$ cat src/rtl/csr_pkg.sv
// Shared types and helpers for the host CSR file.
package csr_pkg;

    typedef enum logic {
        IDLE = 1'b0,
        READ = 1'b1
    } state_t;

    localparam logic OP_RD = 1'b0;
    localparam logic OP_WR = 1'b1;

    localparam int CTRL_LAUNCH = 0;
    localparam int CTRL_FINISH = 1;
    localparam int CTRL_BUSY   = 2;

    // Decoded register select: idx 0 = CTRL, 1..NE = EVT, NE+1.. = ARG.
    typedef struct packed {
        logic        valid;
        logic [15:0] idx;
    } reg_sel_t;

    // Word index of a byte address; invalid when misaligned or past the map.
    function automatic reg_sel_t reg_index(input logic [31:0] addr,
                                           input int unsigned num_regs);
        reg_sel_t s;
        s.idx   = addr[17:2];
        s.valid = (addr[1:0] == 2'b00) && ((addr >> 2) < num_regs);
        return s;
    endfunction

endpackage

$ cat src/rtl/csr_file_if.sv
// Host request/response port of the CSR file.
interface csr_file_if #(
    parameter int ADDR_BITS = 8,
    parameter int DATA_BITS = 32
);
    logic                 host_req_valid;
    logic                 host_req_opcode;
    logic [ADDR_BITS-1:0] host_req_addr;
    logic [DATA_BITS-1:0] host_req_value;
    logic                 host_req_deq;
    logic                 host_resp_valid;
    logic                 host_resp_ready;
    logic [DATA_BITS-1:0] host_resp_bits;

    modport master (
        output host_req_valid, host_req_opcode, host_req_addr, host_req_value,
        output host_resp_ready,
        input  host_req_deq, host_resp_valid, host_resp_bits
    );

    modport slave (
        input  host_req_valid, host_req_opcode, host_req_addr, host_req_value,
        input  host_resp_ready,
        output host_req_deq, host_resp_valid, host_resp_bits
    );
endinterface

$ cat src/rtl/csr_event_counter.sv
// Saturating event counter with synchronous clear (clear wins over increment).
module csr_event_counter #(
    parameter int W = 32
) (
    input  logic         clock,
    input  logic         reset,
    input  logic         i_clear,
    input  logic         i_inc,
    output logic [W-1:0] o_count
);
    logic [W-1:0] r_count;

    // Count up, holding at all-ones instead of wrapping.
    always_ff @(posedge clock or negedge reset) begin
        if (!reset)
            r_count <= '0;
        else if (i_clear)
            r_count <= '0;
        else if (i_inc && (r_count != {W{1'b1}}))
            r_count <= r_count + W'(1);
    end

    assign o_count = r_count;
endmodule

$ cat src/rtl/csr_file.sv
// Host-visible CSR file: CTRL launch/finish handshake, event counters, args.
module csr_file
    import csr_pkg::*;
#(
    parameter int HOST_ADDR_BITS = 8,
    parameter int HOST_DATA_BITS = 32,
    parameter int NUM_EVENTS     = 2,
    parameter int NUM_ARGS       = 4
) (
    input  logic                               clock,
    input  logic                               reset,
    csr_file_if.slave                          host,
    output logic                               launch,
    input  logic                               finish,
    input  logic [NUM_EVENTS-1:0]              event_valid,
    output logic [NUM_ARGS*HOST_DATA_BITS-1:0] args
);
    localparam int          W        = HOST_DATA_BITS;
    localparam int unsigned NUM_REGS = 1 + NUM_EVENTS + NUM_ARGS;

    state_t                           r_state, w_state_nxt;
    reg_sel_t                         w_sel;
    logic                             w_acc, w_wr_en, w_rd_en;
    logic                             w_ctrl_wr, w_launch_start;
    logic                             r_launch, r_finish;
    logic [W-1:0]                     w_rdata, r_rdata;
    logic [NUM_ARGS-1:0][W-1:0]       r_args;
    logic [NUM_EVENTS-1:0][W-1:0]     w_evt;
    logic [NUM_EVENTS-1:0]            w_evt_inc;

    assign w_sel = reg_index(32'(host.host_req_addr), NUM_REGS);

    // State register.
    always_ff @(posedge clock or negedge reset) begin
        if (!reset)
            r_state <= IDLE;
        else
            r_state <= w_state_nxt;
    end

    // Next state and handshake outputs: accept in IDLE, hold response in READ.
    always_comb begin
        w_state_nxt          = r_state;
        host.host_req_deq    = 1'b0;
        host.host_resp_valid = 1'b0;
        case (r_state)
            IDLE: begin
                host.host_req_deq = host.host_req_valid;
                if (host.host_req_valid && (host.host_req_opcode == OP_RD))
                    w_state_nxt = READ;
            end
            READ: begin
                host.host_resp_valid = 1'b1;
                if (host.host_resp_ready)
                    w_state_nxt = IDLE;
            end
            default: w_state_nxt = IDLE;
        endcase
    end

    assign w_acc     = (r_state == IDLE) && host.host_req_valid;
    assign w_wr_en   = w_acc && (host.host_req_opcode == OP_WR);
    assign w_rd_en   = w_acc && (host.host_req_opcode == OP_RD);
    assign w_ctrl_wr = w_wr_en && w_sel.valid && (w_sel.idx == 16'd0);

    // Counters clear only on a real 0->1 of launch; finish suppresses the write.
    assign w_launch_start = w_ctrl_wr && host.host_req_value[CTRL_LAUNCH]
                            && !r_launch && !finish;

    // Read mux over current (pre-update) register values.
    always_comb begin
        w_rdata = '0;
        if (w_sel.valid) begin
            if (w_sel.idx == 16'd0) begin
                w_rdata[CTRL_LAUNCH] = r_launch;
                w_rdata[CTRL_FINISH] = r_finish;
                w_rdata[CTRL_BUSY]   = r_launch;
            end
            for (int k = 0; k < NUM_EVENTS; k++)
                if (w_sel.idx == 16'(k + 1))
                    w_rdata = w_evt[k];
            for (int j = 0; j < NUM_ARGS; j++)
                if (w_sel.idx == 16'(1 + NUM_EVENTS + j))
                    w_rdata = r_args[j];
        end
    end

    // Response data captured at accept and held through back-pressure.
    always_ff @(posedge clock or negedge reset) begin
        if (!reset)
            r_rdata <= '0;
        else if (w_rd_en)
            r_rdata <= w_rdata;
    end

    // CTRL launch/finish bits; finish beats any same-cycle host write.
    always_ff @(posedge clock or negedge reset) begin
        if (!reset) begin
            r_launch <= 1'b0;
            r_finish <= 1'b0;
        end else if (finish) begin
            r_launch <= 1'b0;
            r_finish <= 1'b1;
        end else if (w_ctrl_wr) begin
            r_launch <= host.host_req_value[CTRL_LAUNCH];
            if (host.host_req_value[CTRL_FINISH])
                r_finish <= 1'b0;
        end
    end

    // Argument registers.
    always_ff @(posedge clock or negedge reset) begin
        if (!reset) begin
            r_args <= '0;
        end else begin
            for (int j = 0; j < NUM_ARGS; j++)
                if (w_wr_en && w_sel.valid && (w_sel.idx == 16'(1 + NUM_EVENTS + j)))
                    r_args[j] <= host.host_req_value;
        end
    end

    for (genvar k = 0; k < NUM_EVENTS; k++) begin : g_evt
        assign w_evt_inc[k] = event_valid[k] & r_launch;
        csr_event_counter #(.W(W)) u_cnt (
            .clock   (clock),
            .reset   (reset),
            .i_clear (w_launch_start),
            .i_inc   (w_evt_inc[k]),
            .o_count (w_evt[k])
        );
    end

    assign host.host_resp_bits = r_rdata;
    assign launch              = r_launch;
    assign args                = r_args;

endmodule

$ cat src/flat_wrapper.sv
// flat-port wrapper written by rule: the top's interface ports become plain ports
module csr_file_flat import csr_pkg::*;
#(
    parameter int HOST_ADDR_BITS = 8,
    parameter int HOST_DATA_BITS = 32,
    parameter int NUM_EVENTS     = 2,
    parameter int NUM_ARGS       = 4
)
  (clock, reset, launch, finish, event_valid, args, host_host_req_valid, host_host_req_opcode, host_host_req_addr, host_host_req_value, host_host_resp_ready, host_host_req_deq, host_host_resp_valid, host_host_resp_bits);
  csr_file_if #(.ADDR_BITS((8)), .DATA_BITS((32))) host_i ();
  input  logic clock;
  input  logic reset;
  output logic launch;
  input  logic finish;
  input  logic [NUM_EVENTS-1:0] event_valid;
  output logic [NUM_ARGS*HOST_DATA_BITS-1:0] args;
  input wire logic [$bits(host_i.host_req_valid)-1:0] host_host_req_valid;
  input wire logic [$bits(host_i.host_req_opcode)-1:0] host_host_req_opcode;
  input wire logic [$bits(host_i.host_req_addr)-1:0] host_host_req_addr;
  input wire logic [$bits(host_i.host_req_value)-1:0] host_host_req_value;
  input wire logic [$bits(host_i.host_resp_ready)-1:0] host_host_resp_ready;
  output wire logic [$bits(host_i.host_req_deq)-1:0] host_host_req_deq;
  output wire logic [$bits(host_i.host_resp_valid)-1:0] host_host_resp_valid;
  output wire logic [$bits(host_i.host_resp_bits)-1:0] host_host_resp_bits;
  assign host_i.host_req_valid = host_host_req_valid;
  assign host_i.host_req_opcode = host_host_req_opcode;
  assign host_i.host_req_addr = host_host_req_addr;
  assign host_i.host_req_value = host_host_req_value;
  assign host_i.host_resp_ready = host_host_resp_ready;
  assign host_host_req_deq = host_i.host_req_deq;
  assign host_host_resp_valid = host_i.host_resp_valid;
  assign host_host_resp_bits = host_i.host_resp_bits;
  csr_file #(.HOST_ADDR_BITS(HOST_ADDR_BITS), .HOST_DATA_BITS(HOST_DATA_BITS), .NUM_EVENTS(NUM_EVENTS), .NUM_ARGS(NUM_ARGS)) u_core (.clock(clock), .reset(reset), .host(host_i), .launch(launch), .finish(finish), .event_valid(event_valid), .args(args));
endmodule
$ cat config.mk
export PLATFORM = sky130hd
export DESIGN_NAME = csr_file_flat
export DESIGN_NICKNAME = d
export VERILOG_FILES = /design/src/rtl/csr_pkg.sv /design/src/rtl/csr_file_if.sv /design/src/rtl/csr_event_counter.sv /design/src/rtl/csr_file.sv /design/src/flat_wrapper.sv
export SDC_FILE = /design/constraint.sdc
export NUM_CORES = 1
export LEC_CHECK = 0
export ABC_CLOCK_PERIOD_IN_PS = 2730
export CAP_MARGIN = 20
export CORE_AREA = 3 3 253 156
export CTS_CLUSTER_DIAMETER = 150
export DETAILED_ROUTE_END_ITERATION = 12
export DIE_AREA = 0 0 256 159
export SLEW_MARGIN = 20
export SYNTH_ARGS = -nofsm -noshare
export SYNTH_HDL_FRONTEND = slang
export SYNTH_SLANG_ARGS = --single-unit
$ cat constraint.sdc
create_clock -name clock -period 2.73 [get_ports clock]
set_input_delay 0.4095 -clock clock [delete_from_list [all_inputs] [get_ports clock]]
set_output_delay 0.4095 -clock clock [all_outputs]
set_load 0.01 [all_outputs]
==> impl_results.md, run 1 <==
- CP startpoint kind: flip-flop
- Clock insertion delay at the later pin of the skew report: 540 ps
- Peak VDD IR: 0.390 mV
- Worst path max stage delay: 630 ps
- Resized cells post-CTS: 0
- Max clock buf depth: 3
- Post-synth EDFFs: 0
- DR DRC count: 0
- Mean Syn Cell Area: 11.0 µm²
- Vias in the first global route: 8924
- Total congestion overflow: 0
- Total track usage: 17.6%
- DIE AREA: 0.0407 mm²
- Yosys warnings: 0
- TritonRoute pass-1 iters: 5
- WP buf/inv: 1
- GP Congestion: 0.807
- Routed vias/inst: 5.04
- Path depth of the worst reg2reg path: 6
- Max-capacitance violation count: 0
- Synth Register Bits: 227
- CTS tree: done
- Die width: 256 µm
- Post-DP HPWL: 26.2 mm
- Num CTS Buffers: 25
- F_max: 431 MHz
- WL/cell: 20.9 µm
- Fin crit period: 2320 ps
- Lkg Pwr: 0.00663 µW
- Cts hold-fix bufs: 1
- Final WL: 36.5 mm
- Starting density of the core: 29.8%
- Largest net degree at the start of global routing: 76
- Ports: 211
- Outcome: completed
- Synth Flop Type: dfrtp_1
- # Post-CTS Setup Buffers: 0
- Fin util: 39.7%
- Worst R2R Setup Slack: 610 ps
- Initial DRC count: 578
- H-tree Lvls: 1
- Post-synth cell types: 47
- Via count: 8785
- Syn Inst Count: 1007
- Area growth syn-to-layout: 33.3%
- Ys async rst share: 100%
- Unrepaired setup endpoints after global routing: false
- Power per cell area: 487 mW/mm²
- Chain of cells forming the critical path: nor2b_1 > clkdlybuf4s50_1
- Syn nets: 1057
- Nets@finish: 1262
- Row count: 55
- Kind of critical path: flip-flop to output pin
- Req. time, crit path: 2320 ps
- Sequential share of the synthesized area: 51.1%
- PortBufs: 210
- CP max-delay cell: clkdlybuf4s50_1
- Worst Path Arrival: 1910 ps
- Max Slew Vio Count: 0
- Hold_sp: host_host_req_addr[2]
- Commonest non-fill, non-tap cell in the layout: dfrtp_1
- Post-route setup TNS: 0 ps
- Slew headroom: 57.6%
- Crit. End Element: output pin
- Final hold violation count: 0
- Hold-critical path depth: 4
- Worst slew pin tran: 636 ps
- HP Class: input port to flip-flop
- R2r endpoint: u_core.g_evt[0].u_cnt.o_count[15]$_DFFE_PN0P_
- First-pass GRT wire length: 56.3 mm
- Initial antenna violation count: 1
- Root Driver: clkbuf_16
- RR Startpoint: u_core.g_evt[0].u_cnt.o_count[17]$_DFFE_PN0P_
- Antenna viol nets, final: 0
- Crit share post-route: 85.0%
- Top delay family on crit path: buffers and inverters
- Layout cell share with drive strength beyond 1: 20.3%
- Die span in y: 159 µm
- Clock sink count: 227
- Reg clk slew, reported paths: 60 ps
- # setup viols final: 0
- Hold endpoint: u_core.r_finish$_DFFE_PN0P_
- Core box area: 0.0374 mm²
- Crit path max fanout: 3
- Synthesized area: 0.0111 mm²
- Clock skew: 14.3 ps
- Most frequent cells in the layout: dfrtp_1 (227), clkdlybuf4s50_1 (207), mux2_2 (125), nor2_1 (109), nand2_1 (64)
-- sequential cells by signal, indices dropped and copies added, names as in the netlist --
signal                      flops
u_core.host.host_resp_bits     32
u_core.args                   128
u_core.r_finish                 1
u_core.launch                   1
u_core.r_state                  1
u_core.g_evt.u_cnt.o_count     64
-- layer usage --
metal / wire (µm) / vias to the layer above / track usage [%]
met5: 0 / - / 0
met4: 643 / 0 / 3.49
met3: 2650 / 39 / 5.17
met2: 15300 / 235 / 25.2
met1: 17900 / 4479 / 26.3
li1: - / 4032 / -
-- power breakdown --
part / switching (µW) / internal (µW)
logic: 199 / 117
clock network: 1400 / 2120
registers: 7.16 / 3370
-- worst max-delay path by stage --
stage / start / end / slack [ps] / depth (start not counted)
6_report: u_core.r_state$_DFF_PN0_ / host_host_req_deq / 410 / 2
5_1_grt: u_core.r_state$_DFF_PN0_ / host_host_req_deq / 360 / 2
4_1_cts: u_core.r_state$_DFF_PN0_ / host_host_req_deq / 420 / 2
3_5_place_dp: host_host_req_addr[5] / u_core.args[18]$_DFFE_PN0P_ / 130 / 7
3_3_place_gp: host_host_req_addr[5] / u_core.args[52]$_DFFE_PN0P_ / 140 / 8
2_1_floorplan: host_host_req_addr[5] / u_core.args[10]$_DFFE_PN0P_ / 670 / 7
-- Yosys cell counts, types with 4 or more instances --
cell / count / area share (%)
nor2b_1: 9 / 0.51
nor2_1: 110 / 3.7
nand3_1: 28 / 1.3
nand4_1: 24 / 1.3
dfrtp_1: 227 / 51
a21o_1: 32 / 2.2
o211ai_1: 4 / 0.27
and3_1: 18 / 1.0
clkbuf_1: 36 / 1.2
and4_1: 11 / 0.87
xnor2_1: 22 / 1.7
and2_1: 6 / 0.34
xor2_1: 35 / 2.8
a21oi_1: 42 / 1.9
nor3_1: 10 / 0.45
a31oi_1: 30 / 1.7
buf_2: 25 / 1.1
mux2_2: 125 / 13
nor4_1: 5 / 0.28
or3_1: 5 / 0.28
o21ai_0: 42 / 1.9
mux2_4: 30 / 4.0
nand2_1: 64 / 2.2
a22oi_1: 29 / 2.0
-- cell families (layout without fill, tap and decap cells) --
family                     after synthesis  after routing  share of synthesized area [%]
and+or+nand+nor                        308            308                           13.7
DFF                                    227            227                           51.1
AOI/OAI and AO/OA                      184            184                           10.3
muxes                                  158            158                           17.0
buffers and inverters                   71            293                           3.18
xor gates and xnor gates                57             57                           4.49
adders and majority gates                2              2                          0.225
other                                    0              1                              0
-- worst reg2reg max path, stage by stage, from the launching register on --
cell and delay [ps]:
dfrtp_1 440, and4_1 280, and4bb_2 270, and3_1 340, nor4b_1 440, xnor2_1 170
nor2_1 60
-- through the flow --
| stage | hold WS (ps) | setup WS [ps] | cells | power (µW) | cell area [µm²] |
|---|---|---|---|---|---|
| after floorplan | 114 | 674 | 1007 | 3520 | 11100 |
| after global placement | 455 | 138 | 1697 | 3760 | 14000 |
| after detailed placement | 445 | 130 | 1697 | 3760 | 14000 |
| after CTS | 417 | 425 | 1742 | 7290 | 14800 |
| after global routing | 454 | 358 | 1743 | 7470 | 14800 |
| final | 437 | 408 | 1743 | 7220 | 14800 |
-- layout make-up --
cell class | count | area [µm²]
Timing Repair Buffer | 246 | 2520
Inverter | 3 | 11.3
Tap cell | 513 | 642
Sequential cell | 227 | 5680
Multi-Input combinational cell | 709 | 5120
Fill cell | 3577 | 22500
Clock inverter | 9 | 123
Antenna cell | 1 | 2.50
Clock buffer | 35 | 723
Power figures use the tool's default switching activity.
==> run 2, diff against run 1 <==
--- a/config.mk
+++ b/config.mk
@@ -6,7 +6,7 @@
 export NUM_CORES = 1
 export LEC_CHECK = 0
 export ABC_CLOCK_PERIOD_IN_PS = 2730
-export CAP_MARGIN = 20
+export CAP_MARGIN = 5
 export CORE_AREA = 3 3 253 156
 export CTS_CLUSTER_DIAMETER = 150
 export DETAILED_ROUTE_END_ITERATION = 12
==> results of run 2 <==
The final DEF is identical to that of run 1; final timing and power are the same.
==> run 3, diff against run 2 <==
--- a/config.mk
+++ b/config.mk
@@ -11,6 +11,7 @@
 export CTS_CLUSTER_DIAMETER = 150
 export DETAILED_ROUTE_END_ITERATION = 12
 export DIE_AREA = 0 0 256 159
+export REMOVE_ABC_BUFFERS = 1
 export SLEW_MARGIN = 20
 export SYNTH_ARGS = -nofsm -noshare
 export SYNTH_HDL_FRONTEND = slang
==> run 3 against run 2 <==
Net effect:
- via count shrank 2.4%
- global-route usage decreased by 1.0 points
- die area unchanged
- combinational power barely moved
- utilization about the same
- largest power group is now sequential cells
==> impl_results.md, run 3 (same netlist as run 1, synthesis figures left out) <==
- Core box area: 0.0374 mm²
- Launch point of the worst path: u_core.r_state$_DFF_PN0_
- CP max-delay cell: clkdlybuf4s50_1
- Max reg flops: 128
- GP Congestion: 0.814
- Worst path max stage delay: 520 ps
- Met3 Use GR: 4.51%
- Antenna viol nets, final: 0
- Peak VDD IR: 0.388 mV
- Req. time, crit path: 2320 ps
- Post-route setup TNS: 0 ps
- RR Startpoint: u_core.g_evt[0].u_cnt.o_count[2]$_DFFE_PN0P_
- Power per cell area: 476 mW/mm²
- Worst R2R Setup Slack: 610 ps
- F_max: 448 MHz
- Clock sink count: 227
- Nets@finish: 1266
- Clock skew: 20.5 ps
- First-pass GRT wire length: 53.5 mm
- DR DRC count: 0
- Post-route cell area: 0.0148 mm²
- Crit. End Element: output pin
- Max Slew Vio Count: 0
- Global routing met1 resource utilization: 26.2%
- Fin crit period: 2230 ps
- Commonest non-fill, non-tap cell in the layout: dfrtp_1
- Worst slew pin tran: 607 ps
- Total congestion overflow: 0
- Crit share post-route: 81.7%
- Cell Area, Placed: 0.0140 mm²
- Initial DRC count: 595
- Chain of cells forming the critical path: nor2b_1 > buf_4 > clkdlybuf4s50_1
- Starting density of the core: 29.8%
- DIE AREA: 0.0407 mm²
- CTS tree: done
- Reg clk slew, reported paths: 60 ps
- Top delay family on crit path: buffers and inverters
- Via count: 8578
- Clock insertion delay at the later pin of the skew report: 530 ps
- Crit path max fanout: 3
- Post-DP HPWL: 24.6 mm
- Vias in the first global route: 8592
- # setup viols final: 0
- R2r endpoint: u_core.g_evt[0].u_cnt.o_count[25]$_DFFE_PN0P_
- Die width: 256 µm
- WP buf/inv: 2
- Unrepaired setup endpoints after global routing: false
- Non-filler cells, final: 1746
- CP startpoint kind: flip-flop
- Final hold violation count: 0
- Gr busiest metal: met1
- Path depth of the worst reg2reg path: 6
- TritonRoute pass-1 iters: 5
- Ports: 211
- HP Class: input port to asynchronous set/reset pin
- PortBufs: 210
- Dpl cells: 1702
- Initial antenna violation count: 0
- Area growth syn-to-layout: 33.4%
- Final WL: 34.1 mm
- Lkg Pwr: 0.00665 µW
- Largest net degree at the start of global routing: 73
- # Post-CTS Setup Buffers: 0
- Outcome: completed
- Total track usage: 16.6%
- Max-capacitance violation count: 0
- Most frequent cells in the layout: dfrtp_1 (227), clkdlybuf4s50_1 (207), mux2_2 (125), nor2_1 (109), nand2_1 (64)
- Routed vias/inst: 4.91
- Max clock buf depth: 3
- Die span in y: 159 µm
- Kind of critical path: flip-flop to output pin
- # diodes: 0
- Worst Path Arrival: 1820 ps
- Root Driver: clkbuf_16
- Row count: 55
- Slew headroom: 59.5%
- Num CTS Buffers: 24
- M2 GR Usage: 22.7%
- WL/cell: 19.5 µm
- H-tree Lvls: 1
- Layout cell share with drive strength beyond 1: 20.7%
- Fin Hold WS: 453 ps
- Total power: 7060 µW
run 3: cell count changes in the layout (fill, tap and decap cells not counted), sizes merged:
cell	delta
bufinv	-1
buf	+5
diode	-1
clkinv	+4
clkbuf	-3
clkinvlp	-1
run 3: where the power goes:
group | internal (µW) | leakage (µW) | switching [µW]
registers | 3370 | 0.00317 | 7.08
logic | 123 | 0.00308 | 195
clock network | 1960 | 0.000404 | 1400
total | 5460 | 0.00665 | 1600
run 3: per-layer routing:
metal	part of all wire (%)	up-vias
li1	-	4027
met1	52	4277
met2	39	238
met3	7.0	36
met4	1.3	0
met5	0	-
run 3: cell type report:
cell class / count / area, µm²
clock inverter: 11 / 105
multi-input combinational: 709 / 5130
inverter: 3 / 11.3
clock buffer: 32 / 692
sequential: 227 / 5680
timing repair buffer: 251 / 2580
fill: 3602 / 22500
tap: 513 / 642
run 3: metrics by stage:
stage | util (%) | worst slack (ps)
global placement | 37.6 | 99.1
detailed placement | 37.6 | 88.4
floorplan | - | -1650
CTS | 39.7 | 450
global route | 39.7 | 408
finish | 39.7 | 500
run 3: worst max path at each step:
stage / endpoint / slack (ps) / cells past startpoint
detailed placement: u_core.args[17]$_DFFE_PN0P_ / 90 / 7
global placement: u_core.args[17]$_DFFE_PN0P_ / 100 / 7
CTS: host_host_req_deq / 450 / 3
finish: host_host_req_deq / 500 / 3
floorplan: u_core.args[32]$_DFFE_PN0P_ / -1650 / 5
global route: host_host_req_deq / 410 / 3
run 3: what timing repair did:
| action | in CTS | in global routing |
|---|---|---|
| gates resized for setup | 0 | 0 |
| endpoints found under the setup margin | 0 | 0 |
| hold buffers | 1 | 0 |
| endpoints found under the hold margin | 67 | 0 |
